[config.mk]
export PLATFORM = sky130hd
export DESIGN_NAME = ehl_gpio_in_filter
export DESIGN_NICKNAME = d
export VERILOG_FILES = /design/src/rtl/ehl_gpio_pkg.sv /design/src/rtl/ehl_gpio_in_filter_bit.sv /design/src/rtl/ehl_gpio_in_filter.sv
export SDC_FILE = /design/constraint.sdc
export NUM_CORES = 1
export LEC_CHECK = 0
export CORE_UTILIZATION = 59
export CTS_BUF_LIST = sky130_fd_sc_hd__clkbuf_8 sky130_fd_sc_hd__clkbuf_16
export CTS_CLUSTER_DIAMETER = 100
export DETAILED_ROUTE_END_ITERATION = 10
export GPL_ROUTABILITY_DRIVEN = 0
export MAX_ROUTING_LAYER = met4
export PLACE_DENSITY_LB_ADDON = 0.2
export SLEW_MARGIN = 10
export SYNTH_ARGS = -nofsm -noshare
export SYNTH_HDL_FRONTEND = slang
export SYNTH_HIERARCHICAL = 1
export SYNTH_SLANG_ARGS = --single-unit
[constraint.sdc]
create_clock -name clk -period 4.75 [get_ports clk]
set_input_delay 0.7125 -clock clk [delete_from_list [all_inputs] [get_ports clk]]
set_output_delay 0.7125 -clock clk [all_outputs]
set_load 0.1 [all_outputs]
[src/rtl/ehl_gpio_pkg.sv]
// Shared constants and helpers for the GPIO input conditioning path.
package ehl_gpio_pkg;

    localparam int EHL_GPIO_FLT_CNT_W_DEF = 4;
    localparam int EHL_GPIO_PRESC_W_DEF   = 8;

    // Returns {rise, fall} for a level moving from q to q_next.
    function automatic logic [1:0] ehl_gpio_edge(input logic q, input logic q_next);
        return {q_next & ~q, ~q_next & q};
    endfunction

endpackage

[src/rtl/ehl_gpio_in_filter_bit.sv]
// One GPIO line: optional 2-flop synchroniser (EHL_GPIO_IN_FILTER_SYNC_EN),
// glitch-filter counter, filtered level and registered edge pulses.
module ehl_gpio_in_filter_bit
    import ehl_gpio_pkg::*;
#(
    parameter int   CNT_WIDTH = EHL_GPIO_FLT_CNT_W_DEF,
    parameter logic INIT      = 1'b0
) (
    input  logic                 clk,
    input  logic                 reset,
    input  logic                 pad,
    input  logic                 ena,
    input  logic [CNT_WIDTH-1:0] threshold,
    input  logic                 tick,
    output logic                 q,
    output logic                 rise,
    output logic                 fall
);

    logic                 s;
    logic [CNT_WIDTH-1:0] cnt;
    logic [CNT_WIDTH-1:0] cnt_next;
    logic                 q_next;
    logic [1:0]           edge_next;

`ifdef EHL_GPIO_IN_FILTER_SYNC_EN
    logic [1:0] sync_q;

    always_ff @(posedge clk or posedge reset) begin
        if (reset) begin
            sync_q <= {2{INIT}};
        end else begin
            sync_q <= {sync_q[0], pad};
        end
    end

    assign s = sync_q[1];
`else
    assign s = pad;
`endif

    always_comb begin
        q_next   = q;
        cnt_next = cnt;
        if (!ena || threshold == '0) begin
            q_next   = s;
            cnt_next = '0;
        end else if (s == q) begin
            cnt_next = '0;
        end else if (tick) begin
            if (cnt == threshold - CNT_WIDTH'(1)) begin
                q_next   = s;
                cnt_next = '0;
            end else if (cnt >= threshold) begin
                // Threshold was lowered under a running count: restart without a level change.
                cnt_next = '0;
            end else begin
                cnt_next = cnt + CNT_WIDTH'(1);
            end
        end
        edge_next = ehl_gpio_edge(q, q_next);
    end

    always_ff @(posedge clk or posedge reset) begin
        if (reset) begin
            q    <= INIT;
            cnt  <= '0;
            rise <= 1'b0;
            fall <= 1'b0;
        end else begin
            q    <= q_next;
            cnt  <= cnt_next;
            rise <= edge_next[1];
            fall <= edge_next[0];
        end
    end

endmodule

[src/rtl/ehl_gpio_in_filter.sv]
// GPIO input conditioning: shared tick prescaler plus WIDTH per-bit filters.
// Define EHL_GPIO_IN_FILTER_SYNC_EN to add a 2-flop synchroniser on every pad.
module ehl_gpio_in_filter
    import ehl_gpio_pkg::*;
#(
    parameter int               WIDTH       = 32,
    parameter int               CNT_WIDTH   = EHL_GPIO_FLT_CNT_W_DEF,
    parameter int               PRESC_WIDTH = EHL_GPIO_PRESC_W_DEF,
    parameter logic [WIDTH-1:0] INIT        = '0
) (
    input  logic                   clk,
    input  logic                   reset,
    input  logic [WIDTH-1:0]       pad_in,
    input  logic [WIDTH-1:0]       flt_ena,
    input  logic [CNT_WIDTH-1:0]   threshold,
    input  logic [PRESC_WIDTH-1:0] presc,
    output logic [WIDTH-1:0]       gpio_in,
    output logic [WIDTH-1:0]       rise,
    output logic [WIDTH-1:0]       fall,
    output logic                   tick
);

    logic [PRESC_WIDTH-1:0] pcnt;

    // Comparing with >= lets a lowered presc wrap immediately instead of stalling.
    always_ff @(posedge clk or posedge reset) begin
        if (reset) begin
            pcnt <= '0;
            tick <= 1'b0;
        end else if (pcnt >= presc) begin
            pcnt <= '0;
            tick <= 1'b1;
        end else begin
            pcnt <= pcnt + PRESC_WIDTH'(1);
            tick <= 1'b0;
        end
    end

    for (genvar gi = 0; gi < WIDTH; gi++) begin : g_bit
        ehl_gpio_in_filter_bit #(
            .CNT_WIDTH (CNT_WIDTH),
            .INIT      (INIT[gi])
        ) u_bit (
            .clk       (clk),
            .reset     (reset),
            .pad       (pad_in[gi]),
            .ena       (flt_ena[gi]),
            .threshold (threshold),
            .tick      (tick),
            .q         (gpio_in[gi]),
            .rise      (rise[gi]),
            .fall      (fall[gi])
        );
    end

endmodule
==> results of run 1 <==
-- path summary, 6_finish.rpt --
| kind | end | slack (ps) | cells past startpoint |
|---|---|---|---|
| max | tick | 1320 | 1 |
| min | pcnt[0] | 480 | 1 |
| max reg2reg | g_bit[29].u_bit/cnt[3] | 2030 | 6 |
| min reg2reg | pcnt[0] | 480 | 1 |
| max in group asynchronous | tick | 3630 | 3 |
| min in group asynchronous | g_bit[6].u_bit/rise | 820 | 3 |
-- routing by layer --
metal / vias to the layer above / track usage, %
met5: - / -
met4: 0 / 6.812
met3: 54 / 3.355
met2: 304 / 46.40
met1: 6716 / 31.52
li1: 6558 / -
-- cells by family (layout without fill, tap and decap cells) --
group           after synthesis  in the layout  synth area share [%]
mux                          64             64                 4.734
xor+xnor                    198            198                 9.764
compound gates              327            327                 16.21
fa+ha+maj                   201            201                 14.16
simple gates                432            432                 17.36
buf+inv                     234            463                 4.945
flops                       233            233                 32.83
-- final cells by class --
class / count / area [sq um]
multi-input combinational: 1222 / 11050
sequential: 233 / 5834
fill: 2265 / 8682
clock inverter: 11 / 73.82
tap: 390 / 488.0
timing repair buffer: 186 / 1863
inverter: 234 / 878.3
clock buffer: 32 / 767.0
-- layout by cell type (no fill, tap or decap), drive strengths merged, types with 33 or more instances in the layout --
cell / netlist / layout
clkdlybuf4s50: 0 / 170
nor3b: 64 / 64
a22o: 64 / 64
inv: 234 / 239
a2111oi: 33 / 33
nor4: 63 / 63
nand3: 36 / 36
o21a: 33 / 33
ha: 201 / 201
xor2: 36 / 36
mux2: 64 / 64
nand2b: 65 / 65
dfrtp: 233 / 233
nor2: 104 / 104
xnor2: 162 / 162
-- flip-flops by register name, indices dropped and copies added, names as in the netlist --
name	cells
tick	1
g_bit.u_bit/rise	32
g_bit.u_bit/cnt	128
g_bit.u_bit/q	32
g_bit.u_bit/fall	32
pcnt	8
-- power by group --
group          switching [mW]  total (mW)  internal [mW]  leakage (nW)
Sequential              0.156        2.27           2.11          3.13
Combinational            1.31        2.02          0.710          6.11
Clock                   0.813        1.99           1.18         0.439
==> impl_metrics.json, run 1 <==
{
  "final.setup_skew_ps": 16.85,
  "avgSynthCellArea_sq_um": 10.52,
  "crit_chain": "clkdlybuf4s50_1",
  "vias": 13630,
  "cell_rows": 63,
  "core_area_sq_um": 29640,
  "max_transition_viols_final": 0,
  "fmaxAchievable_mhz": 291.3,
  "synth-seq-cells": 233,
  "synth_async_sr_flop_share_pct": 100.0,
  "synth.top_cells.by_area": "sky130_fd_sc_hd__dfrtp_1 33%, sky130_fd_sc_hd__ha_1 14%, sky130_fd_sc_hd__xnor2_1 8.0%",
  "grt_pass1_wl_microns": 65470,
  "final_net_count": 2184,
  "htree_levels": 1,
  "initialDrtViolationCount": 528,
  "cts_hold_buffers": 0,
  "floorplan.io_pins": 175,
  "fin_hold_ws_ps": 481.0,
  "yosys_warning_total": 6,
  "critPathRequiredTime_ps": 4040,
  "floorplan.die.height_microns": 175.5,
  "timing_worst_slew_pin_value_ps": 1024,
  "worst_slew_margin_rel_pct": 31.50,
  "clkSlewWorstSetupHoldPaths_ps": 60,
  "critical_path.top_delay_family": "buffers and inverters",
  "post_synthesis_cell_area_sq_um": 17760,
  "timing.critical_path.arrival_ps": 2720,
  "grt_max_degree": 90,
  "timing.hold.worst.class": "reg2reg",
  "share_of_cells_above_drive_strength_1_pct": 14.70,
  "syn2layout_area_growth_pct": 17.99,
  "synthMostInstantiatedCell": "sky130_fd_sc_hd__inv_1",
  "globalRoute.totalOverflow": 0,
  "p_total_mw": 6.279,
  "antennaDiodeCount": 0,
  "antenna_violations_before_repair": 0,
  "dominantRegCellSynth": "sky130_fd_sc_hd__dfrtp_1",
  "crit_start": "tick",
  "cpPeakStageDelay_ps": 1270,
  "setup_repair_after_global_routing_missed_its_margin": "false",
  "synth_seq_area_share_pct": 32.83,
  "post-place-ws_ps": 1430,
  "drt-total-wl_microns": 38680,
  "r2r_startpoint": "tick",
  "design.die.area_sq_um": 30800,
  "worst-path-max-fanout": 47,
  "placed_area_sq_um": 20120,
  "synth-edff-count": 0,
  "final-instance-count-excl-fill": 2308,
  "layout_setup_ws_ps": 1317,
  "netlist.area_leader.share_pct": 32.83,
  "final.min_clock_period_ps": 3433,
  "min-delay-start": "pcnt[0]",
  "status": "finished clean",
  "final_antenna_violating_net_count": 0,
  "period_share_pct": 72.27,
  "setup-violations-final": 0,
  "first_global_vias": 14170,
  "synthDominantAreaCellType": "sky130_fd_sc_hd__dfrtp_1",
  "power_per_cell_area_nw_per_um2": 299.6,
  "postLayoutCellArea_sq_um": 20960,
  "mappedNetlistNets": 1968,
  "cts_resized": 0,
  "cap_viol_max_count": 0,
  "crit_path_top_delay_cell": "sky130_fd_sc_hd__clkdlybuf4s50_1",
  "number_of_detailed_route_iterations_in_the_first_pass": 5,
  "initial_core_util_pct": 59.92,
  "netlist_instances": 1689,
  "clk_latency_ps": 550,
  "timing.setup.critical_path_class": "reg2out",
  "number_of_buffer_and_inverter_stages_on_the_critical_path": 1,
  "netlist-cell-type-count": 36,
  "cts_root_buf": "sky130_fd_sc_hd__clkbuf_16",
  "end_kind": "output port",
  "worst_ir_drop_vdd_mv": 0.2756,
  "hpwlAfterDp_microns": 27470,
  "tritoncts.num_buffers": 28,
  "dp_cells": 2265,
  "post_drt_via_cell_ratio": 5.906,
  "tritoncts": "done",
  "dr_wl_met3_microns": 1715,
  "postCtsSetupBuffers": 0,
  "synth_top_cells_by_count": "234 x sky130_fd_sc_hd__inv_1, 233 x sky130_fd_sc_hd__dfrtp_1, 201 x sky130_fd_sc_hd__ha_1",
  "max-clock-path-buffers": 3,
  "end_of_flow_core_utilization_pct": 70.71,
  "drc": 0,
  "met1_length_microns": 16740,
  "met2_wirelength_microns": 19520,
  "crit_path_start_kind": "flop",
  "routedWlPerCell_microns": 16.76,
  "clock_sink_count": 233,
  "setup-tns-final_ps": 0,
  "highest_layer": "met4",
  "hold_viol_final": 0,
  "io_buffer_count": 174,
  "globalRouteTotalUtil_pct": 26.25,
  "leakage_power_nw": 9.684,
  "die_width_microns": 175.5
}
(Power assumes the default switching activity.)
==> run 2: changes to the inputs <==
- CORE_UTILIZATION: 59 -> 53
- clock period: 4.75 -> 3 ns (I/O delays scaled with it)
==> run 2 against run 1 <==
Sequential power rose by 56%. Die area rose by 11%. Via count fell by 0.18%. Non-clock buffer count rose by 20. Highest routed layer unchanged.
==> impl_metrics.json, run 2 (synthesis results as in run 1) <==
{
  "syn2layout_area_growth_pct": 19.82,
  "cts_resized": 0,
  "dp_cells": 2337,
  "postCtsSetupBuffers": 0,
  "io_buffer_count": 174,
  "vias": 13610,
  "leakage_power_nw": 10.06,
  "cap_viol_max_count": 0,
  "cell_rows": 66,
  "worst-r2r-cell-count": 7,
  "end_of_flow_core_utilization_pct": 64.91,
  "final.setup_skew_ps": 7.240,
  "setup_repair_after_global_routing_missed_its_margin": "false",
  "cts_root_buf": "sky130_fd_sc_hd__clkbuf_16",
  "setup-tns-final_ps": 0,
  "timing.critical_path.arrival_ps": 2720,
  "hpwlAfterDp_microns": 27720,
  "setup-violations-final": 0,
  "final_net_count": 2204,
  "die_width_microns": 185.1,
  "timing.hold.worst.class": "in2async",
  "final.min_clock_period_ps": 2247,
  "grt_use_met1_pct": 28.25,
  "share_of_cells_above_drive_strength_1_pct": 21.16,
  "end_kind": "flop",
  "final-instance-count-excl-fill": 2389,
  "status": "finished clean",
  "gr-usage-met2_pct": 39.98,
  "fin_hold_ws_ps": 367.0,
  "worst_slew_margin_rel_pct": 29.55,
  "period_share_pct": 74.90,
  "antenna_violations_before_repair": 0,
  "core_area_sq_um": 32780,
  "max_transition_viols_final": 0,
  "cts_hold_buffers": 0,
  "clock_sink_count": 233,
  "drt-total-wl_microns": 37870,
  "tritoncts": "done",
  "clk_latency_ps": 540,
  "hold_viol_final": 0,
  "worst-path-max-fanout": 19,
  "max-clock-path-buffers": 3,
  "design.die.area_sq_um": 34250,
  "antennaDiodeCount": 0,
  "initial_core_util_pct": 54.18,
  "worst_ir_drop_vdd_mv": 0.4267,
  "critPathRequiredTime_ps": 3480,
  "post_drt_via_cell_ratio": 5.696,
  "htree_levels": 1,
  "fmaxAchievable_mhz": 445.1,
  "timing.setup.critical_path_class": "in2reg",
  "layout_commonest_cell": "sky130_fd_sc_hd__inv_1",
  "final_antenna_violating_net_count": 0,
  "mostFrequentLayoutCells": "236 x sky130_fd_sc_hd__inv_1, 232 x sky130_fd_sc_hd__dfrtp_1, 201 x sky130_fd_sc_hd__ha_1, 162 x sky130_fd_sc_hd__xnor2_1, 118 x sky130_fd_sc_hd__buf_4",
  "grt_max_degree": 67,
  "worst-r2r-setup-slack_ps": 760,
  "r2r_startpoint": "g_bit[13].u_bit/cnt[0]",
  "routedWlPerCell_microns": 15.85,
  "tritoncts.num_buffers": 28,
  "timing_worst_slew_pin_value_ps": 1057,
  "clkSlewWorstSetupHoldPaths_ps": 60,
  "grt_pass1_wl_microns": 63650,
  "globalRouteTotalUtil_pct": 22.99,
  "postLayoutCellArea_sq_um": 21280,
  "number_of_fill_cells_in_the_layout": 2634,
  "grt_use_met3_pct": 2.517,
  "layout_setup_ws_ps": 753.1,
  "crit_path_start_kind": "primary input",
  "drc": 0,
  "globalRoute.totalOverflow": 0,
  "largest-register": "g_bit.u_bit/cnt",
  "floorplan.die.height_microns": 185.1,
  "most_heavily_used_metal_layer_in_global_routing": "met2",
  "floorplan.io_pins": 175,
  "post-place-ws_ps": 288.0,
  "timing.rr.end": "g_bit[13].u_bit/cnt[2]",
  "number_of_flip_flops_in_the_largest_register": 128,
  "first_global_vias": 13660,
  "p_total_mw": 10.64,
  "placed_area_sq_um": 20220,
  "number_of_detailed_route_iterations_in_the_first_pass": 5,
  "initialDrtViolationCount": 576,
  "power_per_cell_area_nw_per_um2": 500.0
}
## run 2: worst max path at each step
stage / startpoint / slack [ps] / to / depth (start not counted)
after floorplan: tick / 620 / g_bit[0].u_bit/cnt[2] / 5
after global placement: threshold[0] / 340 / g_bit[26].u_bit/cnt[2] / 8
after detailed placement: threshold[0] / 290 / g_bit[17].u_bit/cnt[2] / 8
after CTS: g_bit[13].u_bit/cnt[0] / 740 / g_bit[13].u_bit/cnt[2] / 7
after global routing: g_bit[13].u_bit/cnt[0] / 580 / g_bit[13].u_bit/cnt[2] / 7
final: threshold[0] / 750 / g_bit[17].u_bit/cnt[2] / 8
## run 2: where the power goes
part	internal [mW]	switching, mW	total, mW
Combinational	1.15	2.11	3.26
Clock	2.45	1.39	3.84
Sequential	3.35	0.194	3.54
## run 2: layout make-up
| type | instances | area [sq um] | area share, % |
|---|---|---|---|
| inverters | 234 | 878.3 | 4.127 |
| clock inverters | 19 | 280.3 | 1.317 |
| flip-flops and latches | 233 | 5834 | 27.41 |
| well taps | 442 | 553.0 | 2.599 |
| clock buffers | 33 | 780.7 | 3.669 |
| multi-input cells | 1222 | 11050 | 51.93 |
| repair buffers | 206 | 1903 | 8.942 |
## run 2: worst max-delay path, stage by stage
cell,delay (ps)
sky130_fd_sc_hd__buf_4,310
sky130_fd_sc_hd__buf_4,280
sky130_fd_sc_hd__ha_1,290
sky130_fd_sc_hd__nand2b_1,160
sky130_fd_sc_hd__a2111oi_0,470
sky130_fd_sc_hd__o21bai_1,200
sky130_fd_sc_hd__o32ai_1,340
sky130_fd_sc_hd__a22o_2,190
## run 2: layer usage
| layer | wire [microns] | up-vias | part of all wire, % |
|---|---|---|---|
| li1 | - | 6610 | - |
| met1 | 16920 | 6669 | 45 |
| met2 | 18780 | 275 | 50 |
| met3 | 1428 | 53 | 3.8 |
| met4 | 743 | 0 | 2.0 |
| met5 | 0 | - | 0 |
==> run 3: changes to the inputs <==
- clock period: 3 -> 2 ns (I/O delays scaled with it)
==> run 3 against run 2 <==
Total power is 56% higher. Largest power group is now combinational cells. Count of clock-buffer cells in the layout decreased by 4. Hold slack got worse by 170 ps. Critical path depth fell by 1. Highest routed layer unchanged. Sequential power increased by 50%. Sequential share of layout area fell by 3.0 points. Combinational power is 84% higher. Flip-flop and latch count stayed put. Non-clock buffer count is 234 higher.
==> impl_metrics.json, run 3 (synthesis results as in run 1) <==
{
  "final_antenna_violating_net_count": 0,
  "comb_pwr_share_pct": 36.2,
  "antennaDiodeCount": 0,
  "timing.setup.critical_path_class": "reg2reg",
  "max-clock-path-buffers": 3,
  "crit_path_start_kind": "flop",
  "vias": 14600,
  "design.die.area_sq_um": 34250,
  "clock_sink_count": 233,
  "globalRouteTotalUtil_pct": 25.05,
  "cell_rows": 66,
  "post_drt_via_cell_ratio": 5.575,
  "power_per_cell_area_nw_per_um2": 692.6,
  "initial_core_util_pct": 54.18,
  "net_switching_fraction_of_the_power_pct": 35.42,
  "leakage_power_nw": 11.12,
  "dp_cells": 2557,
  "end_kind": "flop",
  "cpPeakStageDelay_ps": 400,
  "io_buffer_count": 174,
  "clockPowerShare_pct": 31.7,
  "final_net_count": 2437,
  "hpwlAfterDp_microns": 30660,
  "globalRoute.totalOverflow": 0,
  "clkSlewWorstSetupHoldPaths_ps": 60,
  "drt-total-wl_microns": 42210,
  "internal-power_mw": 10.70,
  "final-instance-count-excl-fill": 2618,
  "core_area_sq_um": 32780,
  "cts_hold_buffers": 0,
  "timing.hold.worst.class": "in2async",
  "number_of_flip_flops_in_the_largest_register": 128,
  "clk_latency_ps": 540,
  "largest-register": "g_bit.u_bit/cnt",
  "timing_worst_slew_pin_value_ps": 1019,
  "mostFrequentLayoutCells": "351 x sky130_fd_sc_hd__buf_4, 234 x sky130_fd_sc_hd__inv_1, 232 x sky130_fd_sc_hd__dfrtp_1, 200 x sky130_fd_sc_hd__ha_1, 162 x sky130_fd_sc_hd__xnor2_1",
  "critPathRequiredTime_ps": 2480,
  "setup-violations-final": 0,
  "postLayoutCellArea_sq_um": 23930,
  "routedWlPerCell_microns": 16.12,
  "floorplan.die.height_microns": 185.1,
  "most_heavily_used_metal_layer_in_global_routing": "met2",
  "period_share_pct": 98.49,
  "switchingPower_mw": 5.870,
  "worst_ir_drop_vdd_mv": 0.7420,
  "initialDrtViolationCount": 594,
  "worst_slew_margin_rel_pct": 32.10,
  "die_width_microns": 185.1,
  "first_global_vias": 14980,
  "worst-r2r-setup-slack_ps": 30,
  "tritoncts": "done",
  "number_of_detailed_route_iterations_in_the_first_pass": 4,
  "gr-usage-met2_pct": 44.42,
  "placed_area_sq_um": 22080,
  "timing.critical_path.arrival_ps": 2450,
  "grt_max_degree": 42,
  "drc": 0,
  "share_of_cells_above_drive_strength_1_pct": 35.39,
  "tritoncts.num_buffers": 27,
  "grt_use_met3_pct": 3.264,
  "grt_pass1_wl_microns": 68930,
  "floorplan.io_pins": 175,
  "htree_levels": 1,
  "setup-tns-final_ps": 0,
  "worst-path-max-fanout": 3,
  "final.min_clock_period_ps": 1970,
  "status": "finished clean",
  "layout_commonest_cell": "sky130_fd_sc_hd__buf_4",
  "syn2layout_area_growth_pct": 34.72,
  "max_transition_viols_final": 0,
  "cap_viol_max_count": 0,
  "antenna_violations_before_repair": 0,
  "post-place-ws_ps": -346.0,
  "crit_path_top_delay_cell": "sky130_fd_sc_hd__dfrtp_1",
  "layout_setup_ws_ps": 30.12,
  "seqPwrFrac_pct": 32.0,
  "crit_chain": "inv_1 -> ha_1 -> nand2b_1 -> a2111oi_4 -> o21bai_2 -> o32ai_2 -> a22o_2",
  "end_of_flow_core_utilization_pct": 72.98,
  "fmaxAchievable_mhz": 507.6,
  "hold_viol_final": 0,
  "grt_use_met1_pct": 29.95,
  "cts_root_buf": "sky130_fd_sc_hd__clkbuf_16",
  "final.setup_skew_ps": 8.213
}
run 3: per-layer routing:
metal	share of wire [%]	wire [microns]
met4	2.1	890
met1	44	18520
met2	50	21300
met5	0	0
met3	3.6	1508
run 3: what timing repair did:
item	CTS	global route
buffers inserted	0	14
endpoints found under the setup margin	7	125
cloned	0	0
pin swaps	3	72
gates resized for setup	5	122
run 3: power groups by stage:
stage                     Combinational (mW)  Sequential [mW]  Clock, mW
after global routing                    6.45             5.35       5.57
final                                   6.00             5.31       5.26
after global placement                  5.45             5.38          0
after detailed placement                5.59             5.39          0
after floorplan                         2.44             6.60          0
after CTS                               5.65             5.31       5.39
run 3: final cells by class:
class | instances | area [sq um]
multi-input combinational | 1222 | 12050
fill | 2261 | 8857
sequential | 233 | 5834
timing repair buffer | 440 | 3672
inverter | 234 | 878.3
clock buffer | 29 | 703.2
tap | 442 | 553.0
clock inverter | 18 | 236.5
run 3: path summary, 6_finish.rpt:
check | startpoint | end | depth (start not counted)
min reg2reg | pcnt[0] | pcnt[0] | 1
min in group clk | pad_in[21] | g_bit[21].u_bit/fall | 2
max | g_bit[7].u_bit/cnt[0] | g_bit[7].u_bit/cnt[2] | 7
min | reset | g_bit[21].u_bit/q | 2
max in group asynchronous | reset | g_bit[10].u_bit/cnt[1] | 2
max reg2reg | g_bit[7].u_bit/cnt[0] | g_bit[7].u_bit/cnt[2] | 7
run 3: through the flow:
stage / hold WS (ps) / total power [mW]
after global placement: 470.9 / 10.83
after floorplan: 103.4 / 9.041
after global routing: 224.0 / 17.38
after detailed placement: 482.9 / 10.98
final: 193.9 / 16.57
after CTS: 188.6 / 16.34
run 3: critical path: cells and delay by family (launching register included):
kind,cells,cell delay (ps)
flops,1,400
simple gates,1,200
compound gates,4,960
fa+ha+maj,1,250
buf+inv,1,100
